## src/rtl/tdm_demux_1to4_if.sv

```systemverilog
// Bus bundle for the 1-to-4 TDM demux: upstream beat channel, lane outputs and frame handshake.
// frame_cnt_out exists only when TDM_DEMUX_FRAME_CNT_EN is defined.
interface tdm_demux_1to4_if #(
    parameter int unsigned WIDTH = 1
);
    logic [WIDTH-1:0]   d_in;
    logic               valid_in;
    logic               ready_out;
    logic [1:0]         sel_in;
    logic               mode_in;
    logic [4*WIDTH-1:0] y_out;
    logic [3:0]         lane_valid_out;
    logic               frame_valid_out;
    logic               frame_ack_in;
    logic               overrun_out;
`ifdef TDM_DEMUX_FRAME_CNT_EN
    logic [7:0]         frame_cnt_out;
`endif

    // Upstream source / downstream sink side
    modport master (
`ifdef TDM_DEMUX_FRAME_CNT_EN
        input  frame_cnt_out,
`endif
        output d_in, valid_in, sel_in, mode_in, frame_ack_in,
        input  ready_out, y_out, lane_valid_out, frame_valid_out, overrun_out
    );

    // Demux side
    modport slave (
`ifdef TDM_DEMUX_FRAME_CNT_EN
        output frame_cnt_out,
`endif
        input  d_in, valid_in, sel_in, mode_in, frame_ack_in,
        output ready_out, y_out, lane_valid_out, frame_valid_out, overrun_out
    );
endinterface

```

## src/rtl/tdm_demux_1to4.sv

```systemverilog
// Registered 1-to-4 TDM demultiplexer: steers beats into four lane registers (addressed or
// round-robin) and holds a complete frame until acked. Define TDM_DEMUX_FRAME_CNT_EN for an 8-bit acked-frame counter.
module tdm_demux_1to4 #(
    parameter int unsigned WIDTH = 1
) (
    input logic             clk_in,
    input logic             rst_n_in,
    tdm_demux_1to4_if.slave bus
);
    localparam int unsigned LANES = 4;
    localparam int unsigned SEL_W = 2;
    localparam int unsigned CNT_W = 8;

    logic [LANES*WIDTH-1:0] y_q, y_d;
    logic [LANES-1:0]       lv_q, lv_d;
    logic                   ov_q, ov_d;
    logic [SEL_W-1:0]       ptr_q, ptr_d;

    logic                   frame_valid_c;
    logic                   ready_c;
    logic                   accept_c;
    logic                   ack_c;
    logic [SEL_W-1:0]       lane_c;

`ifdef TDM_DEMUX_FRAME_CNT_EN
    logic [CNT_W-1:0]       cnt_q, cnt_d;
`endif

    // Handshake decode; an acked frame restarts round-robin at lane 0 with no bubble
    always_comb begin
        frame_valid_c = &lv_q;
        ready_c       = !frame_valid_c || bus.frame_ack_in;
        accept_c      = bus.valid_in && ready_c;
        ack_c         = frame_valid_c && bus.frame_ack_in;
        lane_c        = bus.mode_in ? (ack_c ? SEL_W'(0) : ptr_q) : bus.sel_in;
    end

    // Next-state: ack clears the valid flags first, then an accepted beat sets its lane
    always_comb begin
        y_d   = y_q;
        lv_d  = ack_c ? '0 : lv_q;
        ov_d  = 1'b0;
        ptr_d = ptr_q;
        if (accept_c) begin
            y_d[32'(lane_c)*WIDTH +: WIDTH] = bus.d_in;
            lv_d[lane_c] = 1'b1;
            ov_d = !bus.mode_in && !ack_c && lv_q[lane_c];
        end
        if (!bus.mode_in) begin
            ptr_d = '0;
        end else if (accept_c) begin
            ptr_d = lane_c + SEL_W'(1);
        end else if (ack_c) begin
            ptr_d = '0;
        end
    end

`ifdef TDM_DEMUX_FRAME_CNT_EN
    always_comb begin
        cnt_d = ack_c ? cnt_q + CNT_W'(1) : cnt_q;
    end
`endif

    always_ff @(posedge clk_in or negedge rst_n_in) begin
        if (!rst_n_in) begin
            y_q   <= '0;
            lv_q  <= '0;
            ov_q  <= 1'b0;
            ptr_q <= '0;
        end else begin
            y_q   <= y_d;
            lv_q  <= lv_d;
            ov_q  <= ov_d;
            ptr_q <= ptr_d;
        end
    end

`ifdef TDM_DEMUX_FRAME_CNT_EN
    always_ff @(posedge clk_in or negedge rst_n_in) begin
        if (!rst_n_in) begin
            cnt_q <= '0;
        end else begin
            cnt_q <= cnt_d;
        end
    end

    assign bus.frame_cnt_out = cnt_q;
`endif

    assign bus.y_out           = y_q;
    assign bus.lane_valid_out  = lv_q;
    assign bus.overrun_out     = ov_q;
    assign bus.frame_valid_out = frame_valid_c;
    assign bus.ready_out       = ready_c;
endmodule

```

## src/flat_wrapper.sv

```systemverilog
// flat-port wrapper written by rule: the top's interface ports become plain ports
module tdm_demux_1to4_flat 
#(
    parameter int unsigned WIDTH = 1
)
  (clk_in, rst_n_in, bus_d_in, bus_valid_in, bus_sel_in, bus_mode_in, bus_frame_ack_in, bus_ready_out, bus_y_out, bus_lane_valid_out, bus_frame_valid_out, bus_overrun_out);
  tdm_demux_1to4_if #(.WIDTH(WIDTH)) bus_i ();
  input logic clk_in;
  input logic rst_n_in;
  input wire logic [$bits(bus_i.d_in)-1:0] bus_d_in;
  input wire logic [$bits(bus_i.valid_in)-1:0] bus_valid_in;
  input wire logic [$bits(bus_i.sel_in)-1:0] bus_sel_in;
  input wire logic [$bits(bus_i.mode_in)-1:0] bus_mode_in;
  input wire logic [$bits(bus_i.frame_ack_in)-1:0] bus_frame_ack_in;
  output wire logic [$bits(bus_i.ready_out)-1:0] bus_ready_out;
  output wire logic [$bits(bus_i.y_out)-1:0] bus_y_out;
  output wire logic [$bits(bus_i.lane_valid_out)-1:0] bus_lane_valid_out;
  output wire logic [$bits(bus_i.frame_valid_out)-1:0] bus_frame_valid_out;
  output wire logic [$bits(bus_i.overrun_out)-1:0] bus_overrun_out;
  assign bus_i.d_in = bus_d_in;
  assign bus_i.valid_in = bus_valid_in;
  assign bus_i.sel_in = bus_sel_in;
  assign bus_i.mode_in = bus_mode_in;
  assign bus_i.frame_ack_in = bus_frame_ack_in;
  assign bus_ready_out = bus_i.ready_out;
  assign bus_y_out = bus_i.y_out;
  assign bus_lane_valid_out = bus_i.lane_valid_out;
  assign bus_frame_valid_out = bus_i.frame_valid_out;
  assign bus_overrun_out = bus_i.overrun_out;
  tdm_demux_1to4 #(.WIDTH(WIDTH)) u_core (.clk_in(clk_in), .rst_n_in(rst_n_in), .bus(bus_i));
endmodule
```

## config.mk

```make
export PLATFORM = sky130hd
export DESIGN_NAME = tdm_demux_1to4_flat
export DESIGN_NICKNAME = d
export VERILOG_FILES = /design/src/rtl/tdm_demux_1to4_if.sv /design/src/rtl/tdm_demux_1to4.sv /design/src/flat_wrapper.sv
export SDC_FILE = /design/constraint.sdc
export NUM_CORES = 1
export LEC_CHECK = 0
export CORE_MARGIN = 2
export CORE_UTILIZATION = 30
export CTS_BUF_LIST = sky130_fd_sc_hd__clkbuf_2 sky130_fd_sc_hd__clkbuf_4 sky130_fd_sc_hd__clkbuf_8
export DETAILED_ROUTE_END_ITERATION = 16
export GPL_ROUTABILITY_DRIVEN = 0
export SLEW_MARGIN = 20
export SYNTH_ARGS = -nofsm -noshare
export SYNTH_HDL_FRONTEND = slang
export SYNTH_SLANG_ARGS = --single-unit
```

## constraint.sdc

```tcl
create_clock -name clk_in -period 2.4 [get_ports clk_in]
set_clock_uncertainty 0.05 [all_clocks]
set_input_delay 0.36 -clock clk_in [delete_from_list [all_inputs] [get_ports clk_in]]
set_output_delay 0.36 -clock clk_in [all_outputs]
set_load 0.005 [all_outputs]
```

==> summary.txt, run 1 <==
Hold buffer count at cts -> 0
LEAKAGE -> 0.445 nW
Final setup viols -> 0
DR iter-0 viols -> 5
Max Cap Violations -> 0
Worst-Margin Slew -> 522 ps
RSZ-0062 raised after global routing -> no
CP Max Fanout -> 5
Setup TNS Final -> 0 ps
Clock Pin Slew Worst Setup and Hold Paths -> 80 ps
YS warnings -> 0
Post-Syn Nets -> 73
Vias in the first global route -> 566
Most frequent cells in the layout -> 18 x clkdlybuf4s50_1, 11 x dfrtp_1, 10 x buf_4
Cells on worst reg2reg path -> 7
First-pass GRT wire length -> 2520 µm
CTS buffer count -> 3
Worst EP required -> 2570 ps
DRC errors left -> 0
Post-CTS Setup Inserts -> 0
Die Height -> 51.4 µm
Final HPWL DP -> 1150 µm
Core area -> 2170 µm²
Antenna cell count -> 0
Clock Sink Count -> 11
Synth-to-layout area growth -> 45.5%
Clock Path Buffers -> 2
Pwr Density -> 844 nW/µm²
Avg WL per Cell -> 12.4 µm
Non-Filler Cell Area, Final -> 980 µm²
Clock tree from TritonCTS -> done
DR vias -> 568
Synth cell types -> 30
Top cells by area, synth -> dfrtp_1 41%, mux2_2 8.4%, ha_1 7.4%
Initial antenna violation count -> 0
Crit path DAT -> 2230 ps
Setup crit end kind -> flop
Synthesis-stage register bit count -> 11
Largest net degree at the start of global routing -> 12
# IOs -> 19
Row cnt -> 17
Tcrit/Tclk final -> 0.858
1st-pass router iterations -> 2
Commonest non-fill, non-tap cell in the layout -> clkdlybuf4s50_1
Worst setup SP type -> input port
Final hold viol count -> 0
R2R Path End -> u_core.bus.y_out[2]
Status -> finished, final reports clean
Worst VDD drop -> 0.387 mV
R2R Path Start -> u_core.bus.lane_valid_out[1]
Tmin final -> 2060 ps
Share of cells above drive strength 1 -> 0.283
Sequential-to-total area share from yosys stat -> 0.409
# resized after CTS -> 0
Initial Util -> 0.310
Die area -> 2640 µm²
Vias/cell -> 4.73
Post-Place Cell Area -> 952 µm²
Die width -> 51.4 µm
GRT Util Overall -> 0.133
Syn Area/Cell -> 11.0 µm²
Share of the synthesized area in the top cell type -> 0.409
Headroom to the max-slew limit -> 0.651
CP startpoint -> bus_mode_in
Setup CP Type -> input port to flop
Root Buffer -> clkbuf_4
Routed wire length -> 1490 µm
Routed Antenna Nets -> 0
Synthesized area -> 673 µm²
NumNets Final -> 105
Fillcell total -> 208
H-tree depth -> 1
Syn Inst Count -> 61
Yosys top cell by area -> dfrtp_1
HP Class -> input port to async pin
Fmax -> 486 MHz
Gr ovfl total -> 0
R2R setup slack -> 470 ps
Port Buffers -> 18
Hold WS -> 373 ps
Final Max Tran Viols -> 0
Later-pin clock latency in the skew report -> 280 ps
[cell families (layout without fill, tap and decap cells)]
kind of cell | count (synthesis) | in the layout | share of synthesized area
AO/OA/AOI/OAI | 10 | 10 | 0.112
adder cells (fa/ha/maj) | 4 | 4 | 0.0744
buffers and inverters | 5 | 36 | 0.0390
flip-flops | 11 | 11 | 0.409
multiplexers | 9 | 9 | 0.177
AND/OR/NAND/NOR | 22 | 22 | 0.190
[worst max path at each step]
stage	slack, ps	to
finish	340	u_core.bus.y_out[3]
floorplan	650	u_core.bus.y_out[0]
CTS	320	u_core.bus.y_out[3]
detailed placement	40	u_core.bus.y_out[2]
global route	150	u_core.bus.y_out[3]
global placement	8	u_core.bus.y_out[2]
[where the power goes]
| part | total (mW) | internal, mW | leakage, nW | switching, mW |
|---|---|---|---|---|
| logic | 0.398 | 0.245 | 0.290 | 0.152 |
| clock network | 0.130 | 0.0618 | 0.0177 | 0.0684 |
| registers | 0.299 | 0.247 | 0.138 | 0.0522 |
| total | 0.827 | 0.554 | 0.445 | 0.273 |
[worst max-delay path, stage by stage]
cell and delay [ps]:
clkdlybuf4s50_1 620, mux2i_1 300, nor2_2 100, ha_1 340, nor4b_1 310, mux2_2 200
[routing by layer]
metal,GRT usage,share of wire,vias to the layer above
met5,0,0,-
met4,0.0789,0.015,0
met3,0.0292,0.049,3
met2,0.203,0.46,16
met1,0.170,0.47,261
li1,-,-,288
[stage by stage]
step	instances	total power, mW	worst slack [ps]	util
floorplan	61	0.485	652	-
global placement	116	0.698	7.82	0.439
detailed placement	116	0.702	44.5	0.439
CTS	120	0.839	321	0.452
global route	120	0.888	147	0.452
finish	120	0.827	341	0.452
[synthesized netlist by cell type, drive strengths merged]
cell,count
a21boi,1
a21oi,1
a22o,2
and3,1
buf,1
dfrtp,11
ha,4
inv,4
mux2,7
mux2i,2
nand2,8
nand2b,1
nand3,1
nand3b,1
nand4,1
nor2,3
nor3,1
nor3b,2
nor4,1
nor4b,2
o21a,2
o21ai,1
o22ai,1
o311a,1
o41ai,1
[area by class of cell]
type                       count  area, µm²  share of cell area
clock buffer                   3       22.5              0.0230
timing repair buffer          28        255               0.261
inverter                       4       15.0              0.0153
sequential                    11        275               0.281
tap                           28       35.0              0.0358
multi-input combinational     45        372               0.379
clock inverter                 1       5.00             0.00511
[sequential cells by signal (all words and copies together) (netlist names)]
name	flops
u_core.ptr_q	2
u_core.bus.y_out	4
u_core.bus.overrun_out	1
u_core.bus.lane_valid_out	4
Note: power is estimated with default switching activity, not from simulation.
==> run 2, diff against run 1 <==
--- a/config.mk
+++ b/config.mk
@@ -5,9 +5,11 @@
 export SDC_FILE = /design/constraint.sdc
 export NUM_CORES = 1
 export LEC_CHECK = 0
+export ABC_AREA = 1
 export CORE_MARGIN = 2
 export CORE_UTILIZATION = 30
 export CTS_BUF_LIST = sky130_fd_sc_hd__clkbuf_2 sky130_fd_sc_hd__clkbuf_4 sky130_fd_sc_hd__clkbuf_8
+export CTS_CLUSTER_SIZE = 25
 export DETAILED_ROUTE_END_ITERATION = 16
 export GPL_ROUTABILITY_DRIVEN = 0
 export SLEW_MARGIN = 20
==> run 2 against run 1 <==
  * Clock power grew 14%
  * Setup slack gained 120 ps
  * Count of clock-buffer cells in the layout grew 1
  * Power grew 1.0%
  * Via count grew 9.7%
==> summary.txt, run 2 <==
Share of cells above drive strength 1 -> 0.229
Setup TNS Final -> 0 ps
Initial Util -> 0.315
Final Max Tran Viols -> 0
Fmax -> 515 MHz
Synth async-reset ratio -> 1.00
Synthesized area -> 691 µm²
Vias/cell -> 4.68
Die Height -> 52.0 µm
Tmin final -> 1940 ps
Sequential-to-total area share from yosys stat -> 0.399
Root Buffer -> clkbuf_4
Yosys top cell by area -> dfrtp_1
Worst-Margin Slew -> 529 ps
Avg WL per Cell -> 11.7 µm
CTS buffer count -> 3
Share of the synthesized area in the top cell type -> 0.399
Tcrit/Tclk final -> 0.809
Max Cap Violations -> 0
Synthesis-stage register bit count -> 11
CP Cell Sequence -> clkdlybuf4s50_1, inv_1, nand2_1, clkdlybuf4s50_1
Non-Filler Cell Area, Final -> 951 µm²
Critical path endpoint -> bus_ready_out
R2R Path Start -> u_core.bus.lane_valid_out[2]
DRC errors left -> 0
Core Util, Final -> 0.434
Most frequent cells in the layout -> 25 x nand2_1, 18 x clkdlybuf4s50_1, 11 x dfrtp_1
DR vias -> 623
# resized after CTS -> 0
Core area -> 2190 µm²
Worst setup SP type -> input port
CP startpoint -> bus_frame_ack_in
Commonest cells in the netlist -> 25 x nand2_1, 11 x dfrtp_1, 6 x nand3_1, 5 x inv_1
Post-CTS Setup Inserts -> 0
# IOs -> 19
Later-pin clock latency in the skew report -> 280 ps
Cells on worst reg2reg path -> 11
Worst EP required -> 1990 ps
Antenna cell count -> 0
Crit path DAT -> 1530 ps
Routed Antenna Nets -> 0
Synth-to-layout area growth -> 37.7%
Commonest non-fill, non-tap cell in the layout -> nand2_1
Setup crit end kind -> output pin
Top cell by count, worst path -> clkdlybuf4s50_1
RSZ-0062 raised after global routing -> no
Headroom to the max-slew limit -> 0.646
Top cells by area, synth -> dfrtp_1 40%, nand2_1 14%, ha_1 7.2%
Post-Syn Nets -> 93
Placed insts -> 129
Largest net degree at the start of global routing -> 12
Die width -> 52.0 µm
Status -> finished, final reports clean
R2R setup slack -> 520 ps
Count leader, synth -> nand2_1
Clock Pin Slew Worst Setup and Hold Paths -> 80 ps
Worst VDD drop -> 0.405 mV
Gr ovfl total -> 0
Final setup viols -> 0
Slowest stage delay, CP -> 520 ps
Clock Path Buffers -> 2
Die area -> 2700 µm²
DR iter-0 viols -> 6
Routed wire length -> 1550 µm
Syn Inst Count -> 81
Top_reg_cell synth -> dfrtp_1
Syn Area/Cell -> 8.53 µm²
Hold buffer count at cts -> 0
1st-pass router iterations -> 4
Slowest CP cell -> clkdlybuf4s50_1
Post-Layout Cell Count -> 133
Fillcell total -> 219
R2R Path End -> u_core.bus.y_out[0]
Vias in the first global route -> 587
CP top delay family -> buffers and inverters
CP Max Fanout -> 2
YS warnings -> 0
WP buf/inv -> 3
GRT Util Overall -> 0.137
Post-Place Cell Area -> 921 µm²
Synth cell types -> 20
Final HPWL DP -> 1180 µm
Final hold viol count -> 0
Setup CP Type -> input port to output pin
HP Class -> input port to async pin
Row cnt -> 17
First-pass GRT wire length -> 2580 µm
Port Buffers -> 18
NumNets Final -> 118
Clock Sink Count -> 11
Clock tree from TritonCTS -> done
Post-synth EDFFs -> 0
Critical path depth -> 4
H-tree depth -> 1
Pwr Density -> 879 nW/µm²
LEAKAGE -> 0.447 nW
Initial antenna violation count -> 0
## run 2: changes by cell type in the layout (fill, tap and decap cells not counted), moves of 4 or more
cell,previous run,this run
nand2_2,0,4
mux2_2,5,0
nand3_1,1,6
buf_4,10,2
nand2_4,0,4
nand2_1,8,25
## run 2: area by class of cell
type                            count  area (µm²)  share of cell area
Multi-Input combinational cell     60         373               0.392
Clock buffer                        4        30.0              0.0316
Inverter                           10        42.5              0.0447
Timing Repair Buffer               20         195               0.205
Tap cell                           28        35.0              0.0368
Sequential cell                    11         275               0.289
## run 2: logic make-up after synthesis
kind of cell	Yosys count	share of synthesized area
AO/OA/AOI/OAI	10	0.120
adder cells (fa/ha/maj)	4	0.0725
buffers and inverters	10	0.0616
flip-flops	11	0.399
AND/OR/NAND/NOR	46	0.348
## run 2: where the power goes
group / switching (mW) / total, mW / internal, mW
clock network: 0.0724 / 0.148 / 0.0760
registers: 0.0493 / 0.293 / 0.244
logic: 0.187 / 0.394 / 0.207
total: 0.309 / 0.835 / 0.527
## run 2: how the worst min path moves through the flow
stage                                        end  cells past startpoint           startpoint
CTS                       u_core.bus.overrun_out                      1             rst_n_in
detailed placement           u_core.bus.y_out[1]                      2  u_core.bus.y_out[1]
finish              u_core.bus.lane_valid_out[1]                      1             rst_n_in
global route        u_core.bus.lane_valid_out[0]                      1             rst_n_in
global placement             u_core.bus.y_out[0]                      2  u_core.bus.y_out[0]
floorplan           u_core.bus.lane_valid_out[0]                      0             rst_n_in
## run 2: metal layers
layer  track usage  vias to the layer above  wire (µm)
li1              -                      309          -
met1         0.159                      289        720
met2         0.217                       20        693
met3        0.0374                        5         82
met4        0.0921                        0         57
met5             0                        -          0
## run 2: metrics by stage
step	power, mW	setup WS (ps)	hold WS [ps]
after global routing	0.900	305	421
after floorplan	0.504	685	14.4
after global placement	0.692	300	424
after CTS	0.841	449	394
final	0.835	459	371
after detailed placement	0.695	274	430
==> run 3, diff against run 2 <==
==> constraint.sdc (replaced) <==
create_clock -name clk_in -period 1.6 [get_ports clk_in]
set_clock_uncertainty 0.05 [all_clocks]
set_input_delay 0.24 -clock clk_in [delete_from_list [all_inputs] [get_ports clk_in]]
set_output_delay 0.24 -clock clk_in [all_outputs]
set_load 0.005 [all_outputs]
==> run 3 against run 2 <==
  * The run now ends with setup timing left
  * Non-clock buffer count grew 21
  * Via count grew 9.6%
  * Core utilization grew 11 points
  * Global-route usage grew 1.3 points
  * Final cell count grew 16%
  * Setup slack lost 490 ps
  * Critical path depth grew 7
  * Sequential power grew 43%
  * Sequential cell count is the same
  * Critical path type is now flop to flop
==> summary.txt, run 3 (synthesis results as in run 2) <==
Status -> finished with violations
Failing checks -> setup timing
Synth-to-layout area growth -> 73.2%
Root Buffer -> clkbuf_4
LEAKAGE -> 0.567 nW
Hold WS -> 243 ps
Clock tree from TritonCTS -> done
Slowest stage delay, CP -> 380 ps
CTS buffer count -> 3
Tcrit/Tclk final -> 1.02
DRC errors left -> 0
Routed Antenna Nets -> 0
Routed wire length -> 1840 µm
Worst EP required -> 1720 ps
Top cell by count, worst path -> nand2_4
Pwr Total -> 1.54 mW
H-tree depth -> 1
HP Class -> input port to async pin
Most frequent cells in the layout -> 21 x nand2_1, 19 x buf_4, 16 x clkdlybuf4s50_1
DR iter-0 viols -> 7
Setup crit end kind -> flop
Row cnt -> 17
CP Max Fanout -> 4
Worst VDD drop -> 0.693 mV
Avg WL per Cell -> 12.0 µm
Max Cap Violations -> 0
1st-pass router iterations -> 4
NetSw -> 0.559 mW
Die Height -> 52.0 µm
Clock Pin Slew Worst Setup and Hold Paths -> 80 ps
# IOs -> 19
Clock power share -> 0.142
Tmin final -> 1630 ps
Sw frac -> 0.363
Core area -> 2190 µm²
Final hold viol count -> 0
Headroom to the max-slew limit -> 0.656
Fmax -> 614 MHz
Final Max Tran Viols -> 0
Commonest non-fill, non-tap cell in the layout -> nand2_1
Final setup margin -> -28.1 ps
Die width -> 52.0 µm
Clock Path Buffers -> 2
Port Buffers -> 18
Vias in the first global route -> 657
Initial antenna violation count -> 0
Gr ovfl total -> 0
CP Cell Sequence -> nand2_2, nor2_4, nand2_4, nand2_4, nand2_4, ha_4, buf_6, nand3_2, nand4_1, nand2_1, inv_1
NumNets Final -> 139
Cell Int Power -> 0.982 mW
Part of the power in registers -> 0.271
Later-pin clock latency in the skew report -> 280 ps
Vias/cell -> 4.44
Logic pwr share -> 0.587
Antenna cell count -> 0
Slowest CP cell -> dfrtp_1
CP top delay family -> simple AND/OR/NAND/NOR gates
Crit path DAT -> 1750 ps
RSZ-0062 raised after global routing -> yes
Clock Sink Count -> 11
WP buf/inv -> 2
DR vias -> 683
Final HPWL DP -> 1400 µm
GRT Util Overall -> 0.150
Die area -> 2700 µm²
Setup CP Type -> flop to flop
Initial Util -> 0.315
Pwr Density -> 1290 nW/µm²
Worst setup SP type -> flop
First-pass GRT wire length -> 2860 µm
Final setup viols -> 2
Largest net degree at the start of global routing -> 12
Share of cells above drive strength 1 -> 0.444
Worst-Margin Slew -> 514 ps
run 3: stage by stage:
| stage | cell area [µm²] | TNS, ps | setup WS, ps | instances | util |
|---|---|---|---|---|---|
| 2_1_floorplan | 726 | -9.01 | -5.49 | 81 | - |
| 3_3_place_gp | 1090 | -1220 | -193 | 147 | 0.498 |
| 3_5_place_dp | 1090 | -1310 | -205 | 147 | 0.498 |
| 4_1_cts | 1150 | -64.8 | -52.8 | 153 | 0.525 |
| 5_1_grt | 1200 | -346 | -122 | 154 | 0.546 |
| 6_report | 1200 | -29.1 | -28.1 | 154 | 0.546 |
run 3: power by group through the flow:
| stage | Clock [mW] | Combinational, mW | Sequential, mW |
|---|---|---|---|
| 6_report | 0.219 | 0.904 | 0.418 |
| 3_5_place_dp | 0 | 0.820 | 0.425 |
| 3_3_place_gp | 0 | 0.807 | 0.423 |
| 4_1_cts | 0.223 | 0.859 | 0.420 |
| 5_1_grt | 0.233 | 0.977 | 0.431 |
| 2_1_floorplan | 0 | 0.346 | 0.447 |
run 3: worst reg2reg max path, stage by stage (launching register included):
cell     delay [ps]
dfrtp_1         380
nand2_2          70
nor2_4          160
nand2_4          90
nand2_4          90
nand2_4          80
ha_4            270
buf_6           120
nand3_2          50
nand4_1          70
nand2_1          70
inv_1            40
run 3: layout make-up:
type	instances	area [µm²]
Inverter	10	45.0
Fill cell	202	995
Timing Repair Buffer	41	362
Clock buffer	4	30.0
Sequential cell	11	275
Multi-Input combinational cell	60	449
Tap cell	28	35.0
run 3: worst paths after layout:
| kind | start | end | slack [ps] | cells past startpoint |
|---|---|---|---|---|
| worst max-delay path | u_core.bus.lane_valid_out[3] | u_core.bus.y_out[2] | -30 | 11 |
| max in group asynchronous | rst_n_in | u_core.bus.y_out[2] | 900 | 1 |
| worst min register to register | u_core.bus.y_out[0] | u_core.bus.y_out[0] | 430 | 2 |
| worst min-delay path | rst_n_in | u_core.bus.lane_valid_out[3] | 240 | 1 |
| min in group clk_in | u_core.bus.y_out[0] | u_core.bus.y_out[0] | 430 | 2 |
| worst max register to register | u_core.bus.lane_valid_out[3] | u_core.bus.y_out[2] | -30 | 11 |
run 3: timing repair:
item                       4_1_cts  5_1_grt
cloned                           0        0
setup endpoints to repair        5        8
gates resized for setup          8       10
hold buffers                     0        0
buffers inserted                 2        1
pin swaps                        7       13
run 3: per-layer routing:
metal / vias to the layer above / routed length (µm) / GRT usage
met5: - / 0 / 0
met4: 0 / 29 / 0.0658
met3: 3 / 86 / 0.0287
met2: 17 / 846 / 0.241
met1: 306 / 881 / 0.194
li1: 357 / - / -
